$ cat config.mk
export PLATFORM = sky130hd
export DESIGN_NAME = program_loader
export DESIGN_NICKNAME = d
export VERILOG_FILES = /design/src/rtl/loader_pkg.sv /design/src/rtl/loader_checksum.sv /design/src/rtl/program_loader.sv
export SDC_FILE = /design/constraint.sdc
export NUM_CORES = 1
export LEC_CHECK = 0
export CAP_MARGIN = 20
export CORE_MARGIN = 1
export CORE_UTILIZATION = 47
export CTS_CLUSTER_SIZE = 14
export DETAILED_ROUTE_END_ITERATION = 10
export GPL_TIMING_DRIVEN = 0
export PLACE_DENSITY_LB_ADDON = 0.08
export SLEW_MARGIN = 20
export SYNTH_ARGS = -nofsm -noshare
export SYNTH_HDL_FRONTEND = slang
export SYNTH_SLANG_ARGS = --single-unit
$ cat constraint.sdc
create_clock -name clk_i -period 2.4 [get_ports clk_i]
set_clock_uncertainty 0.1 [all_clocks]
set_input_delay 0.24 -clock clk_i [delete_from_list [all_inputs] [get_ports clk_i]]
set_output_delay 0.24 -clock clk_i [all_outputs]
set_load 0.005 [all_outputs]
$ cat src/rtl/loader_pkg.sv
// Shared types and default constants for the instruction-memory program loader.
package loader_pkg;

  typedef enum logic [2:0] {
    IDLE  = 3'd0,
    LOAD  = 3'd1,
    CHECK = 3'd2,
    DONE  = 3'd3,
    ERR   = 3'd4
  } loader_state_e;

  localparam int unsigned LOADER_DEPTH     = 128;
  localparam logic [15:0] LOADER_HALT_WORD = 16'h5000;
  localparam int unsigned ADDR_W           = 7;
  localparam int unsigned CNT_W            = 8;

endpackage

$ cat src/rtl/loader_checksum.sv
// 16-bit wrapping accumulator used to verify a loaded image.
// Only present when LOADER_CHECKSUM_EN is defined.
`ifdef LOADER_CHECKSUM_EN
module loader_checksum (
  input  logic        clk_i,
  input  logic        rst_i,
  input  logic        clr_i,
  input  logic        add_i,
  input  logic [15:0] data_i,
  output logic [15:0] sum_o
);

  logic [15:0] sum_q;

  always_ff @(posedge clk_i or posedge rst_i) begin
    if (rst_i) begin
      sum_q <= 16'h0000;
    end else if (clr_i) begin
      sum_q <= 16'h0000;
    end else if (add_i) begin
      sum_q <= sum_q + data_i;
    end
  end

  assign sum_o = sum_q;

endmodule
`endif

$ cat src/rtl/program_loader.sv
// Streams instruction words into instruction memory while holding the CPU in reset.
// Define LOADER_CHECKSUM_EN to require a trailing checksum word after HALT_WORD.
module program_loader
  import loader_pkg::*;
#(
  parameter int unsigned DEPTH     = LOADER_DEPTH,
  parameter logic [15:0] HALT_WORD = LOADER_HALT_WORD
) (
  input  logic              clk_i,
  input  logic              rst_i,
  input  logic              start_i,
  input  logic              in_valid_i,
  input  logic [15:0]       in_data_i,
  output logic              in_ready_o,
  output logic              im_wr_o,
  output logic [ADDR_W-1:0] im_addr_o,
  output logic [15:0]       im_data_o,
  output logic              cpu_reset_o,
  output logic              done_o,
  output logic              overflow_o,
  output logic              chk_err_o,
  output logic [CNT_W-1:0]  word_count_o,
  output logic [2:0]        state_o
);

  localparam logic [2:0] ST_IDLE  = IDLE;
  localparam logic [2:0] ST_LOAD  = LOAD;
  localparam logic [2:0] ST_CHECK = CHECK;
  localparam logic [2:0] ST_DONE  = DONE;
  localparam logic [2:0] ST_ERR   = ERR;

  localparam logic [ADDR_W-1:0] LAST_ADDR = ADDR_W'(DEPTH - 1);
  localparam logic [CNT_W-1:0]  MAX_CNT   = CNT_W'(DEPTH);

  logic [2:0]        state_q, state_d;
  logic [ADDR_W-1:0] ptr_q, ptr_d;
  logic [CNT_W-1:0]  cnt_q, cnt_d;
  logic              wr_q, wr_d;
  logic [ADDR_W-1:0] addr_q, addr_d;
  logic [15:0]       data_q, data_d;
  logic              done_q, done_d;
  logic              ovf_q, ovf_d;
  logic              in_ready, xfer, restart;

  assign in_ready = (state_q == ST_LOAD) || (state_q == ST_CHECK);
  assign xfer     = in_valid_i && in_ready;
  assign restart  = start_i && ((state_q == ST_IDLE) || (state_q == ST_DONE) || (state_q == ST_ERR));

`ifdef LOADER_CHECKSUM_EN
  logic        chk_q, chk_d;
  logic [15:0] sum;

  loader_checksum u_checksum (
    .clk_i (clk_i),
    .rst_i (rst_i),
    .clr_i (restart),
    .add_i (xfer && (state_q == ST_LOAD)),
    .data_i(in_data_i),
    .sum_o (sum)
  );
`endif

  always_comb begin
    state_d = state_q;
    ptr_d   = ptr_q;
    cnt_d   = cnt_q;
    wr_d    = 1'b0;
    addr_d  = addr_q;
    data_d  = data_q;
    done_d  = done_q;
    ovf_d   = ovf_q;
`ifdef LOADER_CHECKSUM_EN
    chk_d   = chk_q;
`endif
    case (state_q)
      ST_IDLE, ST_DONE, ST_ERR: begin
        if (restart) begin
          state_d = ST_LOAD;
          ptr_d   = '0;
          cnt_d   = '0;
          done_d  = 1'b0;
          ovf_d   = 1'b0;
`ifdef LOADER_CHECKSUM_EN
          chk_d   = 1'b0;
`endif
        end
      end
      ST_LOAD: begin
        if (xfer) begin
          wr_d   = 1'b1;
          addr_d = ptr_q;
          data_d = in_data_i;
          // Pointer parks on the last address instead of wrapping.
          if (ptr_q != LAST_ADDR) ptr_d = ptr_q + 1'b1;
          if (cnt_q != MAX_CNT)   cnt_d = cnt_q + 1'b1;
          if (in_data_i == HALT_WORD) begin
`ifdef LOADER_CHECKSUM_EN
            state_d = ST_CHECK;
`else
            state_d = ST_DONE;
            done_d  = 1'b1;
`endif
          end else if (ptr_q == LAST_ADDR) begin
            state_d = ST_ERR;
            ovf_d   = 1'b1;
          end
        end
      end
`ifdef LOADER_CHECKSUM_EN
      ST_CHECK: begin
        if (xfer) begin
          if (in_data_i == sum) begin
            state_d = ST_DONE;
            done_d  = 1'b1;
          end else begin
            state_d = ST_ERR;
            chk_d   = 1'b1;
          end
        end
      end
`endif
      default: state_d = ST_IDLE;
    endcase
  end

  always_ff @(posedge clk_i or posedge rst_i) begin
    if (rst_i) begin
      state_q <= ST_IDLE;
      ptr_q   <= '0;
      cnt_q   <= '0;
      wr_q    <= 1'b0;
      addr_q  <= '0;
      data_q  <= '0;
      done_q  <= 1'b0;
      ovf_q   <= 1'b0;
    end else begin
      state_q <= state_d;
      ptr_q   <= ptr_d;
      cnt_q   <= cnt_d;
      wr_q    <= wr_d;
      addr_q  <= addr_d;
      data_q  <= data_d;
      done_q  <= done_d;
      ovf_q   <= ovf_d;
    end
  end

`ifdef LOADER_CHECKSUM_EN
  always_ff @(posedge clk_i or posedge rst_i) begin
    if (rst_i) chk_q <= 1'b0;
    else       chk_q <= chk_d;
  end
  assign chk_err_o = chk_q;
`else
  assign chk_err_o = 1'b0;
`endif

  assign in_ready_o   = in_ready;
  assign im_wr_o      = wr_q;
  assign im_addr_o    = addr_q;
  assign im_data_o    = data_q;
  assign cpu_reset_o  = (state_q == ST_LOAD) || (state_q == ST_CHECK) || (state_q == ST_ERR);
  assign done_o       = done_q;
  assign overflow_o   = ovf_q;
  assign word_count_o = cnt_q;
  assign state_o      = state_q;

endmodule
==> results of run 1 <==
-- cell type report --
class / instances / share of cell area
Sequential cell: 44 / 0.387
Tap cell: 50 / 0.0220
Clock buffer: 8 / 0.0316
Timing Repair Buffer: 59 / 0.214
Inverter: 6 / 0.00791
Buffer: 11 / 0.0193
Multi-Input combinational cell: 167 / 0.319
-- registers in the layout, indices dropped and copies added (netlist names) --
register and count:
state_o 3, word_count_o 8, overflow_o 1, im_addr_o 7
ptr_q 7, done_o 1, im_data_o 16, im_wr_o 1
-- cells in the final DEF, fill, tap and decap left out, types with 3 or more instances in the layout --
| cell | count |
|---|---|
| nor4_1 | 3 |
| dfrtp_1 | 44 |
| o21ai_0 | 12 |
| nand2_1 | 72 |
| a21oi_1 | 7 |
| clkbuf_8 | 6 |
| and3_1 | 4 |
| or4_1 | 3 |
| nor2_1 | 12 |
| a22o_1 | 3 |
| nand2b_1 | 3 |
| ha_1 | 3 |
| clkbuf_1 | 8 |
| clkdlybuf4s50_1 | 58 |
| inv_1 | 4 |
| nand3_1 | 11 |
-- final timing paths --
path | endpoint | slack [ns] | cells after the start
min reg2reg | im_data_o[7] | 0.37 | 2
max | in_ready_o | 0.21 | 4
min in group clk_i | im_data_o[7] | 0.37 | 2
max reg2reg | word_count_o[6] | 0.38 | 5
max in group asynchronous | im_data_o[5] | 1.54 | 3
min | im_addr_o[3] | 0.17 | 2
-- worst max-delay path, cell delays in order (launching register included) --
cell and delay (ns):
dfrtp_1 0.43, clkbuf_1 0.34, nand2b_1 0.11, a21oi_1 0.17, clkdlybuf4s50_1 0.52
-- logic make-up (layout without fill, tap and decap cells) --
logic type / after synthesis / count (layout) / synth area share
simple gates: 123 / 123 / 0.285
flops: 44 / 44 / 0.528
compound gates: 38 / 38 / 0.122
buf+inv: 17 / 84 / 0.0372
fa+ha+maj: 3 / 3 / 0.0180
xor+xnor: 2 / 2 / 0.00839
other cells: 1 / 1 / 0.00180
-- stage by stage --
step	instances	area [um^2]
after floorplan	228	2090
after global routing	345	2850
after CTS	345	2850
after global placement	336	2730
after detailed placement	337	2760
final	345	2850
-- layer usage --
layer  wire length [um]  up-vias  GRT usage
met3                198        4     0.0625
li1                   -      922          -
met1               2130      904      0.276
met4                 41        0     0.0911
met2               2410       47      0.391
met5                  0        -          0
-- power groups by stage --
stage | clock (mW) | combinational [mW] | sequential (mW)
2_1_floorplan | 0 | 0.286 | 1.08
3_3_place_gp | 0 | 0.613 | 1.10
3_5_place_dp | 0 | 0.636 | 1.11
4_1_cts | 0.496 | 0.643 | 1.10
5_1_grt | 0.523 | 0.717 | 1.12
6_report | 0.481 | 0.635 | 1.10
==> flow_summary.toml, run 1 <==
[logic_synthesis]
synth-seq-cells = 44
synth_top_flop_cell = "dfrtp_1"
yosysMostFrequentCell = "nand2_1"
ys_top_cells_by_count = "72 x nand2_1, 44 x dfrtp_1, 12 x nor2_1, 12 x o21ai_0, 11 x nand3_1"
syn_avg_cell_area_um2 = 9.15
synth_edf_count = 0
synthTopCellsByArea = "dfrtp_1 53%, nand2_1 13%, o21ai_0 2.9%, nand3_1 2.6%, nor2_1 2.2%"
synth_nets = 251
yosys.area.top_type_share = 0.528
yosysTopAreaCell = "dfrtp_1"
synthCells = 228
yosysSeqAreaShare = 0.528
synth_cell_types = 43
yosys_warnings = 0
synthArstFlopShare = 1.00
syn_area_um2 = 2090

[power_and_ir_drop]
ir_drop_v = 0.000432
switching_share = 0.308
total_leakage_power_nw = 1.31
seqPwrFrac = 0.496
p_int_mw = 1.53
power_mw = 2.21
clock_power_share = 0.217
combinationalPowerShare = 0.287
p_sw_mw = 0.681
power_density_nw_per_um2 = 777

[clock_network]
cts_tree = "done"
htree_levels = 2
clk_path_buf_depth = 2
clock_sinks = 44
cts_setup_buffers = 0
cts_made_buffers = 5
root_buffer = "clkbuf_8"
clk_pin_slew_worst_paths_ns = 0.08
clock_latency_ns = 0.30
holdBufCountCts = 0
post_cts_resized = 0

[placement]
place_congestion = 0.783
dp_slack_ns = 0.0276
hpwl_um = 3500
port_buffers = 58

[global_route]
grt_max_degree = 25
grt_overflow = 0
grt_use_total = 0.231
grt_pass1_vias = 1787
grt_pass1_wl_um = 7910
antenna_found_initial = 0

[route]
antenna_left = 0
drtIter0Drc = 63
remaining_drc_errors = 0
wl_per_cell_um = 13.9
first_pass_iters = 4
vias = 1877
wirelength_um = 4780
vias_per_cell = 5.44

[floorplanning]
coreArea_um2 = 4140
die_h_um = 68.6
fp.dieW_um = 68.6
row_count = 23
io_pins = 60
initial_core_util = 0.504
die_area_um2 = 4710

[setup_path]
worst_setup_path_start_kind = "flop"
required_ns = 2.06
arrival_ns = 1.85
rr_startpoint = "state_o[1]"
cp_max_fo = 10
critical_path_class = "reg2out"
startpoint = "state_o[1]"
end_kind = "output pin"

[sta]
slew_violations = 0
setup_viol = 0
setup_ws_ns = 0.209
hold_viol_final = 0
fin_crit_ns = 2.19
fin_crit_sh = 0.913
max_freq_mhz = 456
setup_tns_ns = 0
holdWs_ns = 0.174
rsz0062_at_grt = "false"

[flow_run]
cap_violations = 0

[cells_and_area]
fin_nets = 317
nFillCells = 361
diodes = 0
drive_above_1_share = 0.0576
fin_util = 0.687
multiInputGateArea_um2 = 908
seq_area_um2 = 1100
syn2layout_area_growth_pct = 36.5

[worst_hold_path]
hold_class = "in2async"

[run_status]
status = "complete, no violations"
No activity file was read; power rests on OpenSTA's default activity.
==> run 2: changes to the inputs <==
CAP_MARGIN = 40   (was 20)
==> run 2 against run 1 <==
First-iteration DRC count did not move; worst setup slack did not move; sequential share of layout area did not move; critical path type unchanged; critical endpoint unchanged; largest cell class unchanged.
==> flow_summary.toml, run 2 (synthesis results as in run 1) <==
[sta]
max_freq_mhz = 456
fin_crit_ns = 2.19
setup_ws_ns = 0.209
setup_tns_ns = 0
fin_crit_sh = 0.913
hold_viol_final = 0
slew_violations = 0
setup_viol = 0
rsz0062_at_grt = "false"

[clock_network]
htree_levels = 2
clk_path_buf_depth = 2
cts_setup_buffers = 0
clock_sinks = 44
cts_tree = "done"
post_cts_resized = 0
clock_latency_ns = 0.30
root_buffer = "clkbuf_8"
holdBufCountCts = 0
cts_made_buffers = 5
clk_pin_slew_worst_paths_ns = 0.08

[route]
wl_per_cell_um = 13.9
drtIter0Drc = 63
vias_per_cell = 5.44
remaining_drc_errors = 0
antenna_left = 0
vias = 1877
first_pass_iters = 4
wirelength_um = 4780

[setup_path]
cp_max_fo = 10
end_kind = "output pin"
arrival_ns = 1.85
critical_path_class = "reg2out"
rrSetupSlack_ns = 0.38
rr_startpoint = "state_o[1]"
rr_worst_depth = 5
r2r-end = "word_count_o[6]"
required_ns = 2.06
startpoint = "state_o[1]"
worst_setup_path_start_kind = "flop"

[global_route]
grt_overflow = 0
grt_pass1_vias = 1787
antenna_found_initial = 0
grt_use_total = 0.231
grt_max_degree = 25
grt_pass1_wl_um = 7910

[cells_and_area]
fin_nets = 317
syn2layout_area_growth_pct = 36.5
fin_area_um2 = 2850
largest_reg_flops = 16
final_cell_mix = "72 x nand2_1, 58 x clkdlybuf4s50_1, 44 x dfrtp_1"
mostFrequentLayoutCell = "nand2_1"
drive_above_1_share = 0.0576
diodes = 0

[floorplanning]
fp.dieW_um = 68.6
coreArea_um2 = 4140
initial_core_util = 0.504
row_count = 23
die_h_um = 68.6
io_pins = 60
die_area_um2 = 4710

[flow_run]
cap_violations = 0

[placement]
port_buffers = 58
dp_slack_ns = 0.0276
placed_area_um2 = 2760
hpwl_um = 3500
place_congestion = 0.783

[power_and_ir_drop]
ir_drop_v = 0.000432
clock_power_share = 0.217
power_mw = 2.21
seqPwrFrac = 0.496
p_int_mw = 1.53
p_sw_mw = 0.681
combinationalPowerShare = 0.287
switching_share = 0.308
power_density_nw_per_um2 = 777
total_leakage_power_nw = 1.31

[worst_hold_path]
hold_class = "in2async"

[run_status]
status = "complete, no violations"
[run 2: worst max-delay path by stage]
stage / endpoint / slack [ns]
after floorplan: ptr_q[3] / 0.51
after detailed placement: word_count_o[6] / 0.03
final: in_ready_o / 0.21
after global routing: in_ready_o / 0.09
after CTS: in_ready_o / 0.20
after global placement: ptr_q[3] / 0.06
[run 2: metrics by stage]
| stage | utilization | hold slack, ns | cells |
|---|---|---|---|
| floorplan | - | 0.245 | 228 |
| global placement | 0.659 | 0.358 | 336 |
| detailed placement | 0.665 | 0.362 | 337 |
| CTS | 0.687 | 0.184 | 345 |
| global route | 0.687 | 0.213 | 345 |
| finish | 0.687 | 0.174 | 345 |
[run 2: metal layers]
metal | up-vias | track usage | part of all wire
met5 | - | 0 | 0
met4 | 0 | 0.0911 | 0.0086
met3 | 4 | 0.0625 | 0.041
met2 | 47 | 0.391 | 0.50
met1 | 904 | 0.276 | 0.45
li1 | 922 | - | -
[run 2: final cells by class]
cell class	instances	area (um^2)
Timing Repair Buffer	59	608
Tap cell	50	62.6
Multi-Input combinational cell	167	908
Sequential cell	44	1100
Inverter	6	22.5
Fill cell	361	1300
Buffer	11	55.1
Clock buffer	8	90.1
[run 2: critical path, cell delays in order (launching register included)]
cell and delay [ns]:
dfrtp_1 0.43, clkbuf_1 0.34, nand2b_1 0.11, a21oi_1 0.17, clkdlybuf4s50_1 0.52
[run 2: power by group through the flow]
stage / logic, mW / registers [mW] / clock network (mW)
2_1_floorplan: 0.286 / 1.08 / 0
4_1_cts: 0.643 / 1.10 / 0.496
6_report: 0.635 / 1.10 / 0.481
3_5_place_dp: 0.636 / 1.11 / 0
3_3_place_gp: 0.613 / 1.10 / 0
5_1_grt: 0.717 / 1.12 / 0.523
==> run 3: changes to the inputs <==
SETUP_SLACK_MARGIN = 0.15   (was not set)
==> run 3 against run 2 <==
Clock-buffer cell count is the same; worst setup slack gained 0.066 ns; combinational power is essentially flat; register-to-register slack is essentially flat; non-clock buffer count is the same; clock power is essentially flat; flip-flop and latch count is the same; final cell count is the same; global-route usage is the same; critical path type unchanged; critical endpoint unchanged; highest routed layer unchanged.
==> flow_summary.toml, run 3 (synthesis results as in run 1) <==
[run_status]
status = "complete, no violations"

[power_and_ir_drop]
combinationalPowerShare = 0.287
p_sw_mw = 0.682
total_leakage_power_nw = 1.31
seqPwrFrac = 0.496
power_density_nw_per_um2 = 777
clock_power_share = 0.217
ir_drop_v = 0.000432
p_int_mw = 1.53
switching_share = 0.308

[floorplanning]
coreArea_um2 = 4140
fp.dieW_um = 68.6
io_pins = 60
row_count = 23
die_h_um = 68.6
die_area_um2 = 4710
initial_core_util = 0.504

[route]
first_pass_iters = 4
remaining_drc_errors = 0
wirelength_um = 4790
vias = 1869
vias_per_cell = 5.42
antenna_left = 0
wl_per_cell_um = 13.9
drtIter0Drc = 60

[setup_path]
cp_max_fo = 10
required_ns = 2.06
cp_slowest_cell = "clkdlybuf4s50_1"
worstPathCellList = "clkbuf_2, nand2b_1, a21oi_1, clkdlybuf4s50_1"
arrival_ns = 1.79
end_kind = "output pin"
critPathMaxStageDelay_ns = 0.52
critical_path_class = "reg2out"
worst_setup_path_start_kind = "flop"

[global_route]
grt_pass1_wl_um = 7910
grt_pass1_vias = 1787
grt_max_degree = 25
grt_use_total = 0.231
grt_overflow = 0
use_met1 = 0.276
grt_use_met2 = 0.391
antenna_found_initial = 0
top_usage_layer = "met2"
grt.met3_usage = 0.0625

[clock_network]
holdBufCountCts = 0
clock_sinks = 44
clock_latency_ns = 0.30
htree_levels = 2
clk_path_buf_depth = 2
clk_pin_slew_worst_paths_ns = 0.08
cts_tree = "done"
root_buffer = "clkbuf_8"
cts_made_buffers = 5

[cells_and_area]
largest_reg_flops = 16
mostFrequentLayoutCell = "nand2_1"
fin_nets = 317
drive_above_1_share = 0.0610
final_cell_mix = "72 x nand2_1, 58 x clkdlybuf4s50_1, 44 x dfrtp_1"
syn2layout_area_growth_pct = 36.5
diodes = 0
nFillCells = 360
fin_util = 0.688
finalNonFillerCells = 345

[sta]
slew_violations = 0
fin_crit_sh = 0.886
rsz0062_at_grt = "false"
hold_viol_final = 0
max_freq_mhz = 470
setup_viol = 0
holdWs_ns = 0.174
setup_tns_ns = 0
fin_crit_ns = 2.13

[placement]
dp_cells = 337
place_congestion = 0.783
port_buffers = 58
hpwl_um = 3500

[flow_run]
cap_violations = 0

[worst_hold_path]
hold_class = "in2async"
==> run 3: changes by cell type in the layout (fill, tap and decap cells not counted) <==
cell / previous run / this run
clkbuf_1: 8 / 7
clkbuf_2: 0 / 1
==> run 3: power groups by stage <==
stage | Combinational [mW] | Sequential, mW | Clock (mW)
6_report | 0.635 | 1.10 | 0.481
5_1_grt | 0.717 | 1.12 | 0.523
4_1_cts | 0.643 | 1.10 | 0.496
3_5_place_dp | 0.636 | 1.11 | 0
3_3_place_gp | 0.613 | 1.10 | 0
2_1_floorplan | 0.286 | 1.08 | 0
==> run 3: area by class of cell <==
class                           instances  area (um^2)  area share
Tap cell                               50         62.6      0.0220
Clock buffer                            8         90.1      0.0316
Buffer                                 11         56.3      0.0198
Multi-Input combinational cell        167          908       0.319
Timing Repair Buffer                   59          608       0.213
Sequential cell                        44         1100       0.386
Inverter                                6         22.5     0.00791
==> run 3: worst max-delay path: cells and delay by family (launching register included) <==
family                 cells  cell delay [ns]
DFF                        1             0.43
AOI/OAI and AO/OA          1             0.15
buffers and inverters      2             0.72
and+or+nand+nor            1             0.19
==> run 3: layer usage <==
metal,part of all wire,wire length (um),vias to the layer above
li1,-,-,923
met1,0.45,2140,897
met2,0.50,2420,45
met3,0.041,197,4
met4,0.0086,41,0
met5,0,0,-
==> run 3: what timing repair did <==
item | in CTS | in global routing
setup buffers | 0 | 0
endpoints found under the setup margin | 0 | 1
gates resized for setup | 0 | 2
==> run 3: path summary, 6_finish.rpt <==
kind,startpoint,to,slack [ns],cells past startpoint
hold reg to reg,im_data_o[7],im_data_o[7],0.37,2
setup reg to reg,state_o[1],word_count_o[6],0.38,5
min in group clk_i,im_data_o[7],im_data_o[7],0.37,2
hold / removal,rst_i,im_addr_o[3],0.17,2
max in group asynchronous,rst_i,im_data_o[5],1.54,3
setup / recovery,state_o[1],in_ready_o,0.27,4
==> run 3: metrics by stage <==
stage / cell area [um^2] / power (mW) / setup slack [ns]
2_1_floorplan: 2090 / 1.37 / 0.507
3_3_place_gp: 2730 / 1.72 / 0.0582
3_5_place_dp: 2760 / 1.74 / 0.0276
4_1_cts: 2850 / 2.23 / 0.203
5_1_grt: 2850 / 2.36 / 0.158
6_report: 2850 / 2.21 / 0.274
